--- src/rtl/draw_cmd_dispatcher_if.sv ---
// draw_cmd_dispatcher_if: command, engine and RAM-port signals of the draw command dispatcher
interface draw_cmd_dispatcher_if #(
    parameter int CMD_WIDTH      = 32,
    parameter int NUM_ENGINES    = 4,
    parameter int FIFO_AW        = 4,
    parameter int VGA_ADDR_WIDTH = 19,
    parameter int COLOR_ID_WIDTH = 8
);
    logic [CMD_WIDTH-1:0]                   cmd_in;
    logic                                   cmd_vld;
    logic                                   cmd_rdy;
    logic                                   flush;
    logic [FIFO_AW:0]                       fifo_level;
    logic [CMD_WIDTH-1:0]                   eng_cmd;
    logic [NUM_ENGINES-1:0]                 eng_start;
    logic [NUM_ENGINES-1:0]                 eng_release;
    logic [NUM_ENGINES-1:0]                 eng_done;
    logic [NUM_ENGINES*VGA_ADDR_WIDTH-1:0]  eng_addr;
    logic [NUM_ENGINES*COLOR_ID_WIDTH-1:0]  eng_data;
    logic [NUM_ENGINES-1:0]                 eng_wren;
    logic [NUM_ENGINES-1:0]                 eng_grant;
    logic [VGA_ADDR_WIDTH-1:0]              oaddr;
    logic [COLOR_ID_WIDTH-1:0]              odata;
    logic                                   owren;
    logic                                   busy;
    logic                                   err_unknown;
    logic                                   err_timeout;
    logic [7:0]                             err_count;

    modport slave (
        input  cmd_in, cmd_vld, flush, eng_release, eng_done, eng_addr, eng_data, eng_wren,
        output cmd_rdy, fifo_level, eng_cmd, eng_start, eng_grant, oaddr, odata, owren,
               busy, err_unknown, err_timeout, err_count
    );

    modport master (
        output cmd_in, cmd_vld, flush, eng_release, eng_done, eng_addr, eng_data, eng_wren,
        input  cmd_rdy, fifo_level, eng_cmd, eng_start, eng_grant, oaddr, odata, owren,
               busy, err_unknown, err_timeout, err_count
    );
endinterface

--- src/rtl/draw_cmd_dispatcher.sv ---
// draw_cmd_dispatcher: FIFO-buffered command dispatch to draw engines with busy tracking and RAM write arbitration
module draw_cmd_dispatcher #(
    parameter int CMD_WIDTH      = 32,
    parameter int OP_WIDTH       = 4,
    parameter int NUM_ENGINES    = 4,
    // engine 0 = 4'ha, engine 1 = 4'h9, engine 2 = 4'h1, engine 3 = 4'h0
    parameter logic [NUM_ENGINES*OP_WIDTH-1:0] ENGINE_OPCODES = {4'h0, 4'h1, 4'h9, 4'ha},
    parameter int FIFO_AW        = 4,
    parameter int VGA_ADDR_WIDTH = 19,
    parameter int COLOR_ID_WIDTH = 8,
    parameter int TIMEOUT_CYCLES = 1048576
) (
    input logic clk,
    input logic rst_n,
    draw_cmd_dispatcher_if.slave bus
);
    localparam int DEPTH = 2 ** FIFO_AW;
    localparam int PW    = FIFO_AW + 1;
    localparam int SW    = NUM_ENGINES > 1 ? $clog2(NUM_ENGINES) : 1;
    localparam int TW    = TIMEOUT_CYCLES > 1 ? $clog2(TIMEOUT_CYCLES + 1) : 1;
    localparam logic [TW-1:0] TLIM = TW'(TIMEOUT_CYCLES > 0 ? TIMEOUT_CYCLES - 1 : 0);

    typedef enum logic [1:0] {IDLE, POP, ISSUE, WAIT} state_e;

    logic [CMD_WIDTH-1:0]      mem [DEPTH];
    logic [PW-1:0]             wptr_q, rptr_q, wptr_d, rptr_d, level_d;
    logic                      rdy_q, wr, rd;
    logic [CMD_WIDTH-1:0]      rdat_q, cmd_q, cmd_d;
    state_e                    state_q, state_d;
    logic [SW-1:0]             sel_q, sel_d, dsel;
    logic                      hit;
    logic [NUM_ENGINES-1:0]    start_q, start_d, ebusy_q, ebusy_d, sel_oh, clr;
    logic [TW-1:0]             tmr_q, tmr_d;
    logic                      unk_q, unk_d, tmo_q, tmo_d;
    logic [7:0]                cnt_q, cnt_d;
    logic [NUM_ENGINES-1:0]    grant;
    logic [VGA_ADDR_WIDTH-1:0] gaddr, oaddr_q;
    logic [COLOR_ID_WIDTH-1:0] gdata, odata_q;
    logic                      owren_q;

    assign wr      = bus.cmd_vld & rdy_q & ~bus.flush;
    assign wptr_d  = bus.flush ? '0 : wptr_q + PW'(wr);
    assign rptr_d  = bus.flush ? '0 : rptr_q + PW'(rd);
    assign level_d = wptr_d - rptr_d;
    assign sel_oh  = NUM_ENGINES'(1) << sel_q;

    // downward scan so the lowest matching engine index wins
    always_comb begin
        hit  = 1'b0;
        dsel = '0;
        for (int i = NUM_ENGINES - 1; i >= 0; i--)
            if (rdat_q[CMD_WIDTH-1 -: OP_WIDTH] == ENGINE_OPCODES[i*OP_WIDTH +: OP_WIDTH]) begin
                hit  = 1'b1;
                dsel = SW'(i);
            end
    end

    always_comb begin
        state_d = state_q;
        rd      = 1'b0;
        sel_d   = sel_q;
        cmd_d   = cmd_q;
        start_d = '0;
        unk_d   = 1'b0;
        tmo_d   = 1'b0;
        tmr_d   = tmr_q;
        clr     = '0;
        case (state_q)
            IDLE: if (wptr_q != rptr_q && !bus.flush) begin
                rd      = 1'b1;
                state_d = POP;
            end
            POP: begin
                cmd_d   = rdat_q;
                sel_d   = dsel;
                unk_d   = !bus.flush && !hit;
                state_d = (!bus.flush && hit) ? ISSUE : IDLE;
            end
            ISSUE: if (bus.flush) state_d = IDLE;
            else if (!ebusy_q[sel_q]) begin
                start_d = sel_oh;
                tmr_d   = '0;
                state_d = WAIT;
            end
            WAIT: if (bus.eng_done[sel_q] || bus.eng_release[sel_q]) state_d = IDLE;
            else if (TIMEOUT_CYCLES != 0 && tmr_q == TLIM) begin
                tmo_d   = 1'b1;
                clr     = sel_oh;
                state_d = IDLE;
            end else tmr_d = tmr_q + TW'(1);
            default: state_d = IDLE;
        endcase
    end

    // a start in the same cycle as a done keeps the engine busy
    assign ebusy_d = ((ebusy_q & ~bus.eng_done) | start_d) & ~clr;
    assign cnt_d   = ((unk_d || tmo_d) && cnt_q != 8'hff) ? cnt_q + 8'd1 : cnt_q;
    assign grant   = bus.eng_wren & (~bus.eng_wren + NUM_ENGINES'(1));

    always_comb begin
        gaddr = '0;
        gdata = '0;
        for (int i = 0; i < NUM_ENGINES; i++) begin
            gaddr = gaddr | ({VGA_ADDR_WIDTH{grant[i]}} & bus.eng_addr[i*VGA_ADDR_WIDTH +: VGA_ADDR_WIDTH]);
            gdata = gdata | ({COLOR_ID_WIDTH{grant[i]}} & bus.eng_data[i*COLOR_ID_WIDTH +: COLOR_ID_WIDTH]);
        end
    end

    always_ff @(posedge clk) begin
        if (wr) mem[wptr_q[FIFO_AW-1:0]] <= bus.cmd_in;
        if (rd) rdat_q <= mem[rptr_q[FIFO_AW-1:0]];
    end

    always_ff @(posedge clk) begin
        if (!rst_n) begin
            wptr_q  <= '0;
            rptr_q  <= '0;
            rdy_q   <= 1'b0;
            state_q <= IDLE;
            sel_q   <= '0;
            cmd_q   <= '0;
            start_q <= '0;
            ebusy_q <= '0;
            tmr_q   <= '0;
            unk_q   <= 1'b0;
            tmo_q   <= 1'b0;
            cnt_q   <= '0;
            oaddr_q <= '0;
            odata_q <= '0;
            owren_q <= 1'b0;
        end else begin
            wptr_q  <= wptr_d;
            rptr_q  <= rptr_d;
            rdy_q   <= level_d != PW'(DEPTH);
            state_q <= state_d;
            sel_q   <= sel_d;
            cmd_q   <= cmd_d;
            start_q <= start_d;
            ebusy_q <= ebusy_d;
            tmr_q   <= tmr_d;
            unk_q   <= unk_d;
            tmo_q   <= tmo_d;
            cnt_q   <= cnt_d;
            oaddr_q <= gaddr;
            odata_q <= gdata;
            owren_q <= |bus.eng_wren;
        end
    end

    assign bus.cmd_rdy     = rdy_q;
    assign bus.fifo_level  = wptr_q - rptr_q;
    assign bus.eng_cmd     = cmd_q;
    assign bus.eng_start   = start_q;
    assign bus.eng_grant   = grant;
    assign bus.oaddr       = oaddr_q;
    assign bus.odata       = odata_q;
    assign bus.owren       = owren_q;
    assign bus.busy        = state_q != IDLE || |ebusy_q;
    assign bus.err_unknown = unk_q;
    assign bus.err_timeout = tmo_q;
    assign bus.err_count   = cnt_q;
endmodule
--- src/flat_wrapper.sv ---
// flat-port wrapper written by rule: the top's interface ports become plain ports
module draw_cmd_dispatcher_flat 
#(
    parameter int CMD_WIDTH      = 32,
    parameter int OP_WIDTH       = 4,
    parameter int NUM_ENGINES    = 4,
                                                                         
    parameter logic [NUM_ENGINES*OP_WIDTH-1:0] ENGINE_OPCODES = {4'h0, 4'h1, 4'h9, 4'ha},
    parameter int FIFO_AW        = 4,
    parameter int VGA_ADDR_WIDTH = 19,
    parameter int COLOR_ID_WIDTH = 8,
    parameter int TIMEOUT_CYCLES = 1048576
)
  (clk, rst_n, bus_cmd_in, bus_cmd_vld, bus_flush, bus_eng_release, bus_eng_done, bus_eng_addr, bus_eng_data, bus_eng_wren, bus_cmd_rdy, bus_fifo_level, bus_eng_cmd, bus_eng_start, bus_eng_grant, bus_oaddr, bus_odata, bus_owren, bus_busy, bus_err_unknown, bus_err_timeout, bus_err_count);
  draw_cmd_dispatcher_if #(.CMD_WIDTH(CMD_WIDTH), .NUM_ENGINES(NUM_ENGINES), .FIFO_AW(FIFO_AW), .VGA_ADDR_WIDTH(VGA_ADDR_WIDTH), .COLOR_ID_WIDTH(COLOR_ID_WIDTH)) bus_i ();
  input logic clk;
  input logic rst_n;
  input wire logic [$bits(bus_i.cmd_in)-1:0] bus_cmd_in;
  input wire logic [$bits(bus_i.cmd_vld)-1:0] bus_cmd_vld;
  input wire logic [$bits(bus_i.flush)-1:0] bus_flush;
  input wire logic [$bits(bus_i.eng_release)-1:0] bus_eng_release;
  input wire logic [$bits(bus_i.eng_done)-1:0] bus_eng_done;
  input wire logic [$bits(bus_i.eng_addr)-1:0] bus_eng_addr;
  input wire logic [$bits(bus_i.eng_data)-1:0] bus_eng_data;
  input wire logic [$bits(bus_i.eng_wren)-1:0] bus_eng_wren;
  output wire logic [$bits(bus_i.cmd_rdy)-1:0] bus_cmd_rdy;
  output wire logic [$bits(bus_i.fifo_level)-1:0] bus_fifo_level;
  output wire logic [$bits(bus_i.eng_cmd)-1:0] bus_eng_cmd;
  output wire logic [$bits(bus_i.eng_start)-1:0] bus_eng_start;
  output wire logic [$bits(bus_i.eng_grant)-1:0] bus_eng_grant;
  output wire logic [$bits(bus_i.oaddr)-1:0] bus_oaddr;
  output wire logic [$bits(bus_i.odata)-1:0] bus_odata;
  output wire logic [$bits(bus_i.owren)-1:0] bus_owren;
  output wire logic [$bits(bus_i.busy)-1:0] bus_busy;
  output wire logic [$bits(bus_i.err_unknown)-1:0] bus_err_unknown;
  output wire logic [$bits(bus_i.err_timeout)-1:0] bus_err_timeout;
  output wire logic [$bits(bus_i.err_count)-1:0] bus_err_count;
  assign bus_i.cmd_in = bus_cmd_in;
  assign bus_i.cmd_vld = bus_cmd_vld;
  assign bus_i.flush = bus_flush;
  assign bus_i.eng_release = bus_eng_release;
  assign bus_i.eng_done = bus_eng_done;
  assign bus_i.eng_addr = bus_eng_addr;
  assign bus_i.eng_data = bus_eng_data;
  assign bus_i.eng_wren = bus_eng_wren;
  assign bus_cmd_rdy = bus_i.cmd_rdy;
  assign bus_fifo_level = bus_i.fifo_level;
  assign bus_eng_cmd = bus_i.eng_cmd;
  assign bus_eng_start = bus_i.eng_start;
  assign bus_eng_grant = bus_i.eng_grant;
  assign bus_oaddr = bus_i.oaddr;
  assign bus_odata = bus_i.odata;
  assign bus_owren = bus_i.owren;
  assign bus_busy = bus_i.busy;
  assign bus_err_unknown = bus_i.err_unknown;
  assign bus_err_timeout = bus_i.err_timeout;
  assign bus_err_count = bus_i.err_count;
  draw_cmd_dispatcher #(.CMD_WIDTH(CMD_WIDTH), .OP_WIDTH(OP_WIDTH), .NUM_ENGINES(NUM_ENGINES), .ENGINE_OPCODES(ENGINE_OPCODES), .FIFO_AW(FIFO_AW), .VGA_ADDR_WIDTH(VGA_ADDR_WIDTH), .COLOR_ID_WIDTH(COLOR_ID_WIDTH), .TIMEOUT_CYCLES(TIMEOUT_CYCLES)) u_core (.clk(clk), .rst_n(rst_n), .bus(bus_i));
endmodule
--- config.mk ---
export PLATFORM = sky130hd
export DESIGN_NAME = draw_cmd_dispatcher_flat
export DESIGN_NICKNAME = d
export VERILOG_FILES = /design/src/rtl/draw_cmd_dispatcher_if.sv /design/src/rtl/draw_cmd_dispatcher.sv /design/src/flat_wrapper.sv
export SDC_FILE = /design/constraint.sdc
export NUM_CORES = 1
export LEC_CHECK = 0
export CAP_MARGIN = 25
export CORE_MARGIN = 2
export CORE_UTILIZATION = 35
export CTS_CLUSTER_DIAMETER = 30
export CTS_CLUSTER_SIZE = 20
export DETAILED_ROUTE_END_ITERATION = 7
export PLACE_DENSITY = 0.55
export SETUP_SLACK_MARGIN = 0.15
export SLEW_MARGIN = 40
export SYNTH_ARGS = -nofsm -noshare
export SYNTH_HDL_FRONTEND = slang
export SYNTH_SLANG_ARGS = --single-unit
--- constraint.sdc ---
create_clock -name clk -period 17.6 [get_ports clk]
set_clock_uncertainty 0.15 [all_clocks]
set_input_delay 5.28 -clock clk [delete_from_list [all_inputs] [get_ports clk]]
set_output_delay 5.28 -clock clk [all_outputs]
set_load 0.005 [all_outputs]
; After elaboration in Yosys (flattened, before gate mapping)
; Memories as Yosys holds them, arrays and structs flattened. A register that Yosys moved wholly into a read port is not among the register bits.
; Index checks and enable logic that the tools add are counted.
[totals]
output_inout_bits = 85
elab_cells = 125
inputBits = 156
reg_bits = 114
memories = 1
mem_bits_rw = 512
[classes]
n_bitwise = 24
reduce_logical = 17
n_shift = 1
addsub = 7
muxes = 42
n_eq_ne = 17
n_lt_le_gt_ge = 1
[memory_table]
columns = memory, words, width, read_ports, rd_clocked_by_memory_dff, wr, line
row1 = u_core.mem, 16, 32, 1, 1, 1, draw_cmd_dispatcher.sv:25  ; logic [CMD_WIDTH-1:0] mem [DEPTH];
[ops]
columns = cell, n
row1 = 21-bit 2-to-1 mux, 4
row2 = 19-bit bitwise AND, 4
row3 = 19-bit bitwise OR, 3
row4 = 21-bit one-hot mux with 2 select lines, 1
row5 = 8-bit bitwise AND, 4
row6 = 4-bit 2-to-1 mux, 6
row7 = 8-bit bitwise OR, 3
row8 = 21-bit by 1-bit adder with 21-bit output (second input constant), 1
row9 = 21-bit by 20-bit == test with 1-bit output (second input constant), 1
row10 = 2-bit 2-to-1 mux, 10
row11 = 1-bit 2-to-1 mux, 15
row12 = 4-bit bitwise AND, 3
row13 = 4-bit NOT, 3
row14 = 5-bit by 1-bit adder with 5-bit output, 2
row15 = 5-bit 2-to-1 mux, 2
row16 = 5-bit subtractor, 2
row17 = 8-bit by 1-bit adder with 8-bit output (second input constant), 1
row18 = 4-bit == test (second input constant), 2
row19 = 2-bit != test (second input constant), 4
row20 = 8-bit != test (second input constant), 1
row21 = 2-bit one-hot mux with 4 select lines, 1
row22 = 4-bit OR reduction, 2
row23 = 1-bit binary-select mux with 2-bit select, 3
row24 = 5-bit != test, 1
row25 = other kinds (21), 30

; Logic depth before layout (Yosys ltp)
; Gate-level depths: netlist of the first run.
[depth]
ltp_word = 10
mapped_depth = 17
depth_no_buf = 15

; Worst setup path after synthesis of the first run
; OpenSTA, ideal clock, no wires.
[synth_path]
kind = input port to output port
from = input port bus_eng_wren[1]
to = output port bus_eng_grant[3]
cell_stages = 3
n_path_buf = 2
setup_slack_ps = 5514
t_arrival_ps = 6656
path_cell_list = clkbuf_1 > nor4b_1 > clkbuf_1
[synth_via]
elab_chain_len = 3
[synth_lines]
columns = item, line
row1 = "start, declared", flat_wrapper.sv:25  ; input wire logic [$bits(bus_i.eng_wren)-1:0] bus_eng_wren;
row2 = 4-bit NOT, draw_cmd_dispatcher.sv:98  ; assign grant = bus.eng_wren & (~bus.eng_wren + NUM_ENGINES'(1));
row3 = 4-bit by 1-bit adder with 4-bit output, draw_cmd_dispatcher.sv:98
row4 = 4-bit bitwise AND, draw_cmd_dispatcher.sv:98
row5 = "end, declared", flat_wrapper.sv:30  ; output wire logic [$bits(bus_i.eng_grant)-1:0] bus_eng_grant;
; Every way passes these cells.

; Worst setup path in the final report of the first run
; Same ends and word-level chain as after synthesis.

==> metrics.txt, run 1 <==
status finished, final reports clean; Endpoint, Worst Hold u_core.bus.eng_cmd[13]$_SDFFE_PN0P_; #FFs+latches synth 658; Synthesized Nets 1804; dominant synthesized flop cell edfxtp_1; cts repair resizes 0; core area 73000 sq um; DR pass1 iterations 5; Max Cap Violations 0; R2R Path Start u_core.rptr_q[2]$_SDFF_PN0_; row count 99; CP Class primary input to output pin; clock tree root driver cell clkbuf_16; first-pass GRT wire length 98.4 mm; CTS tree yes; R2R cell count 17; logic gate share of total power 2.4%; Flop pwr share 39.2%; fin crit period 12.55 ns; M1 GR Usage 22.4%; largest net degree at the start of global routing 86; HP Class flip-flop to flip-flop; setup ws final 5.05 ns; antenna violations before repair 3; Vias/cell 5.23; ratio of final minimum period to clock period 71.3%; WP data arrival 7.12 ns; LEAKAGE 10.9 nW; Clk Latency, worst-skew pair 0.69 ns; Synth Instances 1633; # H-tree levels 4; Hold Crit Start u_core.bus.eng_cmd[13]$_SDFFE_PN0P_; register area share after synthesis 72.3%; final WL 66.4 mm; area grow syn2layout 32.1%; Worst R2R End u_core.bus.cmd_rdy$_SDFF_PN0_; most common cell after layout, fill and taps aside edfxtp_1; Layout Nets 2112; Switching Power 0.871 mW; clock share of power 58.4%; worst reg-to-reg setup slack 12.87 ns; ys async rst share 0%; peak supply drop 0.0861 mV; met3 usage 4.12%; Vias 15719; Crit. End Element output pin; DR iter-0 viols 1131; Avg WL per Cell 22.1 um; switching share of total power 20.1%; Final Setup Violations 0; RSZ-0062 raised after global routing no; # port buffers 240; Crit Path Max Fanout 32; CTS Hold Bufs 0; post-CTS setup buffer count 0; number of diodes 0; maximum clock insertion buffer count 3; fmax 0.0797 GHz; gr busiest metal met2; Final Hold Fails 0; Sink Count 658; Setup TNS Final 0 ns; top post-synthesis cells by area edfxtp_1, dfxtp_1, mux4_2; DP Worst Slack 5.05 ns; GR Util All Layers 17.6%; fill count 6272; clk slew on worst S/H paths 0.04 ns; Die Area 75800 sq um; share of the synthesized area in the top cell type 63.4%; num ports 241; PwrDens 127 nW/um^2; Crit path required time 12.17 ns; internal power 3.47 mW; max-slew violations 0; Starting Density 35.3%; Fin Hold WS 0.302 ns; worst slew pin tran 0.798 ns; post-synth top area cell edfxtp_1; CTS buffer count 135; Die Y 275 um; Hold Crit Depth 2; Post-synth EDFFs 544; Layout Utilization 46.7%; number of library cell types mapped by synthesis 57; max_slew headroom 46.8%; number of global-route vias before repair 16216; global placement routability congestion 0.783; ANT nets after route 0; Congestion Overflow GR 0; GR Util met2 29.1%; DP Wirelength 36.2 mm; layout cell share with drive strength beyond 1 17.2%; CP Launch Type primary input; yosys warns 0; most frequent cells in the layout edfxtp_1, clkdlybuf4s50_1, clkbuf_16; die width 275 um; Avg Cell Area, Syn 15.8 sq um; DRC violations left 0; Netlist Area Pre-Place 25800 sq um
worst max-delay path: stages:
cell	delay [ns]
clkdlybuf4s50_1	0.39
buf_4	0.25
nor4b_2	0.27
buf_4	0.35
clkdlybuf4s50_1	0.57
area by class of cell:
cell class                 count  area, sq um  area share, %
inverter                      17         65.1          0.191
multi-input combinational    857         6860           20.1
clock inverter                73          951           2.79
sequential                   658        18600           54.7
clock buffer                 172         3680           10.8
tap                          959         1200           3.52
timing repair buffer         272         2670           7.83
registers in the layout, indices dropped and copies added (netlist names), 8 cells and up:
name,count
u_core.bus.eng_cmd,32
u_core.bus.err_count,8
u_core.bus.oaddr,19
u_core.bus.odata,8
u_core.mem,512
u_core.rdat_q,32
u_core.tmr_q,21
cell families after synthesis:
logic type | Yosys count | share of synthesized area, %
AND/OR/NAND/NOR | 351 | 5.97
XOR/XNOR | 17 | 0.578
multiplexers | 196 | 10.8
AO/OA/AOI/OAI | 278 | 7.88
buffers and inverters | 118 | 1.79
adder cells (fa/ha/maj) | 15 | 0.758
flip-flops | 658 | 72.3
power groups by stage:
stage | clock network [mW] | logic (mW) | registers [mW]
after detailed placement | 0 | 0.106 | 1.73
after CTS | 2.58 | 0.107 | 1.70
after global routing | 2.66 | 0.115 | 1.70
after global placement | 0 | 0.104 | 1.73
final | 2.53 | 0.105 | 1.70
after floorplan | 0 | 0.0320 | 1.73
through the flow:
| step | instances | cell area [sq um] | power (mW) |
|---|---|---|---|
| after floorplan | 1633 | 25800 | 1.76 |
| after global placement | 2763 | 29400 | 1.83 |
| after detailed placement | 2763 | 29400 | 1.83 |
| after CTS | 3008 | 34000 | 4.38 |
| after global routing | 3008 | 34000 | 4.47 |
| final | 3008 | 34000 | 4.34 |
per-layer routing:
layer | routed length (um) | vias to the layer above
met3 | 3960 | 121
met4 | 1510 | 6
met2 | 32300 | 462
met1 | 28500 | 8017
met5 | 44 | -
li1 | - | 7113
cell usage after synthesis (all sizes together), types with 3 or more instances:
cell and number:
edfxtp 544, nand2 133, mux2i 131, nor2 131, dfxtp 114, a221oi 91
clkbuf 80, mux4 65, a22oi 58, a21oi 43, o21ai 42, buf 21
inv 16, ha 14, nor3 14, nand2b 13, a311oi 12, nand3 12
nor2b 10, xnor2 9, nand4 8, nor4 8, xor2 8, a211oi 6
o22ai 5, or4 5, a31oi 4, nand3b 4, and2 3, and3 3
nor3b 3, o21a 3
worst max path at each step:
stage	startpoint	endpoint	slack (ns)	cells past startpoint
2_1_floorplan	bus_eng_wren[1]	bus_eng_grant[3]	5.51	3
3_3_place_gp	bus_eng_wren[1]	bus_eng_grant[3]	5.06	5
3_5_place_dp	bus_eng_wren[1]	bus_eng_grant[3]	5.05	5
4_1_cts	bus_eng_wren[1]	bus_eng_grant[3]	5.04	5
5_1_grt	bus_eng_wren[1]	bus_eng_grant[3]	4.94	5
6_report	bus_eng_wren[1]	bus_eng_grant[3]	5.05	5
Power figures use the tool's default switching activity.
==> run 2: changes to the inputs <==
==> constraint.sdc (replaced) <==
create_clock -name clk -period 11.9 [get_ports clk]
set_clock_uncertainty 0.15 [all_clocks]
set_input_delay 3.57 -clock clk [delete_from_list [all_inputs] [get_ports clk]]
set_output_delay 3.57 -clock clk [all_outputs]
set_load 0.005 [all_outputs]
==> metrics.txt, run 2 (same netlist as run 1, synthesis figures left out) <==
Crit Path Max Fanout 32 (unchanged); max reg flops 512 (unchanged); Vias 15619 (was 15719); WP data arrival 5.42 ns (was 7.12 ns); fin crit period 9.14 ns; Die Y 275 um (unchanged); LEAKAGE 10.9 nW (about the same); DR iter-0 viols 1132 (was 1131); DP Worst Slack 2.77 ns (was 5.05 ns); ratio of final minimum period to clock period 76.8%; max-slew violations 0 (unchanged); num ports 241 (unchanged); CP Class primary input to output pin (unchanged); cts repair resizes 0 (unchanged); # H-tree levels 4 (unchanged); core area 73000 sq um (unchanged); worst slew pin tran 0.778 ns (was 0.798 ns); Final Power 6.28 mW (was 4.34 mW); layout cell share with drive strength beyond 1 17.3% (was 17.2%); number of diodes 0 (unchanged); antenna violations before repair 4 (was 3); final WL 66.2 mm (was 66.4 mm); Final Setup Violations 0 (unchanged); GR Util All Layers 17.7% (was 17.6%); Die Area 75800 sq um (unchanged); CTS buffer count 130 (was 135); post-place instance area 29500 sq um (was 29400 sq um); DR pass1 iterations 5 (unchanged); Sink Count 658 (unchanged); first-pass GRT wire length 98.9 mm (was 98.4 mm); Avg WL per Cell 22.1 um (about the same); Max Cap Violations 0 (unchanged); Crit. End Element output pin (unchanged); DP Wirelength 36.8 mm (was 36.2 mm); RSZ-0062 raised after global routing no (unchanged); number of global-route vias before repair 16079 (was 16216); max_slew headroom 47.6% (was 46.8%); Vias/cell 5.21 (was 5.23); ANT nets after route 0 (unchanged); Starting Density 35.3% (unchanged); CTS tree yes (unchanged); row count 99 (unchanged); most common cell after layout, fill and taps aside edfxtp_1 (unchanged); area grow syn2layout 31.6% (was 32.1%); fmax 0.109 GHz; Congestion Overflow GR 0 (unchanged); clk slew on worst S/H paths 0.04 ns (about the same); # port buffers 240 (unchanged); post-CTS setup buffer count 0 (unchanged); setup ws final 2.76 ns (was 5.05 ns); largest net degree at the start of global routing 65 (was 86); global placement routability congestion 0.773 (was 0.783); maximum clock insertion buffer count 3 (unchanged); die width 275 um (unchanged); design area 33900 sq um (was 34000 sq um); CTS Hold Bufs 0 (unchanged); DRC violations left 0 (unchanged); fill count 6281 (was 6272); Final Hold Fails 0 (unchanged); PwrDens 185 nW/um^2 (was 127 nW/um^2); Crit path required time 8.18 ns (was 12.17 ns); clock tree root driver cell clkbuf_16 (unchanged); Setup TNS Final 0 ns (unchanged); most frequent cells in the layout edfxtp_1, clkdlybuf4s50_1, clkbuf_16 (unchanged); Clk Latency, worst-skew pair 0.70 ns (was 0.69 ns); HP Class flip-flop to flip-flop (unchanged); peak supply drop 0.111 mV (was 0.0861 mV); CP Launch Type primary input (unchanged); status finished, final reports clean (unchanged); Layout Nets 2111 (was 2112)
run 2: changes by cell type in the layout (fill, tap and decap cells not counted), moves of 2 or more:
cell       previous run  this run
clkbuf_1             23        12
clkinv_2             15        22
clkbuf_8             12         6
inv_6                 6        11
buf_4                26        29
buf_6                 7         4
bufinv_16            16        13
clkinv_4              7         4
buf_16                0         2
clkinv_1             10         8
run 2: path summary, 6_finish.rpt:
kind                                       startpoint                                   to  slack, ns  cells after the start
setup / recovery                      bus_eng_wren[1]                     bus_eng_grant[3]       2.76                      5
hold / removal    u_core.bus.eng_cmd[23]$_SDFFE_PN0P_  u_core.bus.eng_cmd[23]$_SDFFE_PN0P_       0.30                      2
setup reg to reg          u_core.rptr_q[2]$_SDFF_PN0_        u_core.bus.cmd_rdy$_SDFF_PN0_       7.14                     17
hold reg to reg   u_core.bus.eng_cmd[23]$_SDFFE_PN0P_  u_core.bus.eng_cmd[23]$_SDFFE_PN0P_       0.30                      2
run 2: where the power goes:
part	internal [mW]	total, mW	switching (mW)	leakage, nW
clock	2.41	3.61	1.19	2.14
sequential	2.51	2.51	0.00450	5.82
combinational	0.0812	0.156	0.0748	2.92
total	5.00	6.28	1.27	10.9
run 2: worst max-delay path, cell delays in order:
cell and delay [ns]:
clkdlybuf4s50_1 0.39, buf_4 0.25, nor4b_2 0.28, buf_4 0.35, clkdlybuf4s50_1 0.56
run 2: layout make-up:
class                   instances  area, sq um  area share, %
inverters                      17         65.1          0.192
multi-input cells             857         6860           20.2
well taps                     959         1200           3.54
flip-flops and latches        658        18600           54.9
clock buffers                 155         3560           10.5
repair buffers                276         2750           8.10
clock inverters                74          853           2.52
run 2: per-stage QoR:
stage                     utilization [%]  std cells  hold slack (ns)
final                                46.5       2996            0.302
after global routing                 46.5       2996            0.318
after CTS                            46.5       2996            0.298
after detailed placement             40.4       2767            0.292
after global placement               40.2       2763            0.280
after floorplan                         -       1633            0.270
run 2: per-layer routing:
metal,track usage [%],vias up,routed length [um]
li1,-,7103,-
met1,22.8,7892,28300
met2,29.3,504,32200
met3,3.85,114,4090
met4,6.56,6,1470
met5,0,-,44
==> run 3: changes to the inputs <==
--- a/config.mk
+++ b/config.mk
@@ -11,7 +11,7 @@
 export CTS_CLUSTER_DIAMETER = 30
 export CTS_CLUSTER_SIZE = 20
 export DETAILED_ROUTE_END_ITERATION = 7
-export PLACE_DENSITY = 0.55
+export PLACE_DENSITY = 0.57
 export SETUP_SLACK_MARGIN = 0.15
 export SLEW_MARGIN = 40
 export SYNTH_ARGS = -nofsm -noshare
==> constraint.sdc (replaced) <==
create_clock -name clk -period 8.4 [get_ports clk]
set_clock_uncertainty 0.15 [all_clocks]
set_input_delay 2.52 -clock clk [delete_from_list [all_inputs] [get_ports clk]]
set_output_delay 2.52 -clock clk [all_outputs]
set_load 0.005 [all_outputs]
==> metrics.txt, run 3 (same netlist as run 1, synthesis figures left out) <==
status finished, final reports clean (unchanged); num ports 241 (unchanged); Endpoint, Worst Hold u_core.tmr_q[20]$_SDFFE_PN0P_ (was u_core.bus.eng_cmd[23]$_SDFFE_PN0P_); most common cell after layout, fill and taps aside edfxtp_1 (unchanged); antenna violations before repair 4 (unchanged); post-place instance area 29500 sq um (about the same); Max Cap Violations 0 (unchanged); Starting Density 35.3% (unchanged); final WL 65.1 mm (was 66.2 mm); design area 33400 sq um (was 33900 sq um); RSZ-0062 raised after global routing no (unchanged); max-slew violations 0 (unchanged); core area 73000 sq um (unchanged); R2R Path Start u_core.rptr_q[3]$_SDFF_PN0_ (was u_core.rptr_q[2]$_SDFF_PN0_); CP Launch Type primary input (unchanged); cts repair resizes 0 (unchanged); maximum clock insertion buffer count 3 (unchanged); placed cell count 2768 (was 2767); Congestion Overflow GR 0 (unchanged); number of diodes 0 (unchanged); Final Setup Violations 0 (unchanged); global placement routability congestion 0.824 (was 0.773); Final Hold Fails 0 (unchanged); Layout Utilization 45.7% (was 46.5%); HP Class flip-flop to flip-flop (unchanged); Layout Nets 2099 (was 2111); max_slew headroom 47.4% (was 47.6%); DR pass1 iterations 5 (unchanged); Vias 15550 (was 15619); Crit path required time 5.73 ns (was 8.18 ns); fin crit period 7.05 ns; worst slew pin tran 0.781 ns (was 0.778 ns); ratio of final minimum period to clock period 84.0%; Die Area 75800 sq um (unchanged); CTS buffer count 117 (was 130); Clk Latency, worst-skew pair 0.65 ns (was 0.70 ns); layout cell share with drive strength beyond 1 16.3% (was 17.3%); DP Wirelength 36.2 mm (was 36.8 mm); # port buffers 240 (unchanged); CTS tree yes (unchanged); DR iter-0 viols 1175 (was 1132); worst reg-to-reg setup slack 3.07 ns (was 7.14 ns); peak supply drop 0.202 mV (was 0.111 mV); post-CTS setup buffer count 0 (unchanged); area grow syn2layout 29.5% (was 31.6%); number of global-route vias before repair 15947 (was 16079); WP data arrival 4.38 ns (was 5.42 ns); R2R cell count 18 (was 17); Die Y 275 um (unchanged); Worst R2R End u_core.bus.cmd_rdy$_SDFF_PN0_ (unchanged); fmax 0.142 GHz; CTS Hold Bufs 0 (unchanged); Crit Path Max Fanout 32 (unchanged); Setup TNS Final 0 ns (unchanged); first-pass GRT wire length 97.6 mm (was 98.9 mm); Vias/cell 5.21 (about the same); ANT nets after route 0 (unchanged); max reg flops 512 (unchanged); clock tree root driver cell clkbuf_16 (unchanged); Avg WL per Cell 21.8 um (was 22.1 um); Hold Crit Depth 2 (unchanged); # H-tree levels 3 (was 4); Sink Count 658 (unchanged); clk slew on worst S/H paths 0.05 ns (was 0.04 ns); row count 99 (unchanged); DRC violations left 0 (unchanged); PwrDens 250 nW/um^2 (was 185 nW/um^2); most frequent cells in the layout edfxtp_1, clkdlybuf4s50_1, nand2_1 (was edfxtp_1, clkdlybuf4s50_1, clkbuf_16); Hold Crit Start u_core.tmr_q[20]$_SDFFE_PN0P_ (was u_core.bus.eng_cmd[23]$_SDFFE_PN0P_); Crit. End Element output pin (unchanged); largest net degree at the start of global routing 65 (unchanged); CP Class primary input to output pin (unchanged); non-filler cells, final 2984 (was 2996); LEAKAGE 10.6 nW (was 10.9 nW); die width 275 um (unchanged); GR Util All Layers 17.1% (was 17.7%)
## run 3: final cells by class
cell class	count	area, sq um
clock inverter	82	858
multi-input combinational	857	6850
tap	959	1200
fill	6338	39600
timing repair buffer	277	2740
sequential	658	18600
clock buffer	134	3030
inverter	17	68.8
## run 3: worst max-delay path, stage by stage
cell             delay (ns)
clkdlybuf4s50_1        0.40
buf_4                  0.25
nor4b_2                0.27
buf_4                  0.35
clkdlybuf4s50_1        0.57
## run 3: stage by stage
stage / hold WS, ns / power [mW] / worst slack, ns
finish: 0.296 / 8.34 / 1.35
global route: 0.321 / 8.60 / 1.24
CTS: 0.294 / 8.42 / 1.35
detailed placement: 0.289 / 3.85 / 1.35
global placement: 0.287 / 3.84 / 1.38
floorplan: 0.270 / 3.69 / 0.887
## run 3: per-layer routing
metal  global-route usage [%]  up-vias  share of wire, %
li1                         -     7076                 -
met3                     3.64      112               6.1
met2                     28.1      475                47
met4                     4.69        6               2.0
met5                        0        -             0.063
met1                     23.1     7881                44
## run 3: worst max-delay path by stage
stage / from / to / slack [ns] / cells after the start
floorplan: bus_flush / u_core.bus.cmd_rdy$_SDFF_PN0_ / 0.89 / 13
CTS: bus_eng_wren[1] / bus_eng_grant[3] / 1.35 / 5
detailed placement: bus_eng_wren[1] / bus_eng_grant[3] / 1.35 / 5
finish: bus_eng_wren[1] / bus_eng_grant[3] / 1.35 / 5
global route: bus_eng_wren[1] / bus_eng_grant[3] / 1.24 / 5
global placement: bus_eng_wren[1] / bus_eng_grant[3] / 1.38 / 5
## run 3: report_power, final
| part | switching (mW) | internal [mW] |
|---|---|---|
| combinational | 0.107 | 0.116 |
| sequential | 0.00640 | 3.55 |
| clock | 1.57 | 2.98 |
| total | 1.69 | 6.65 |
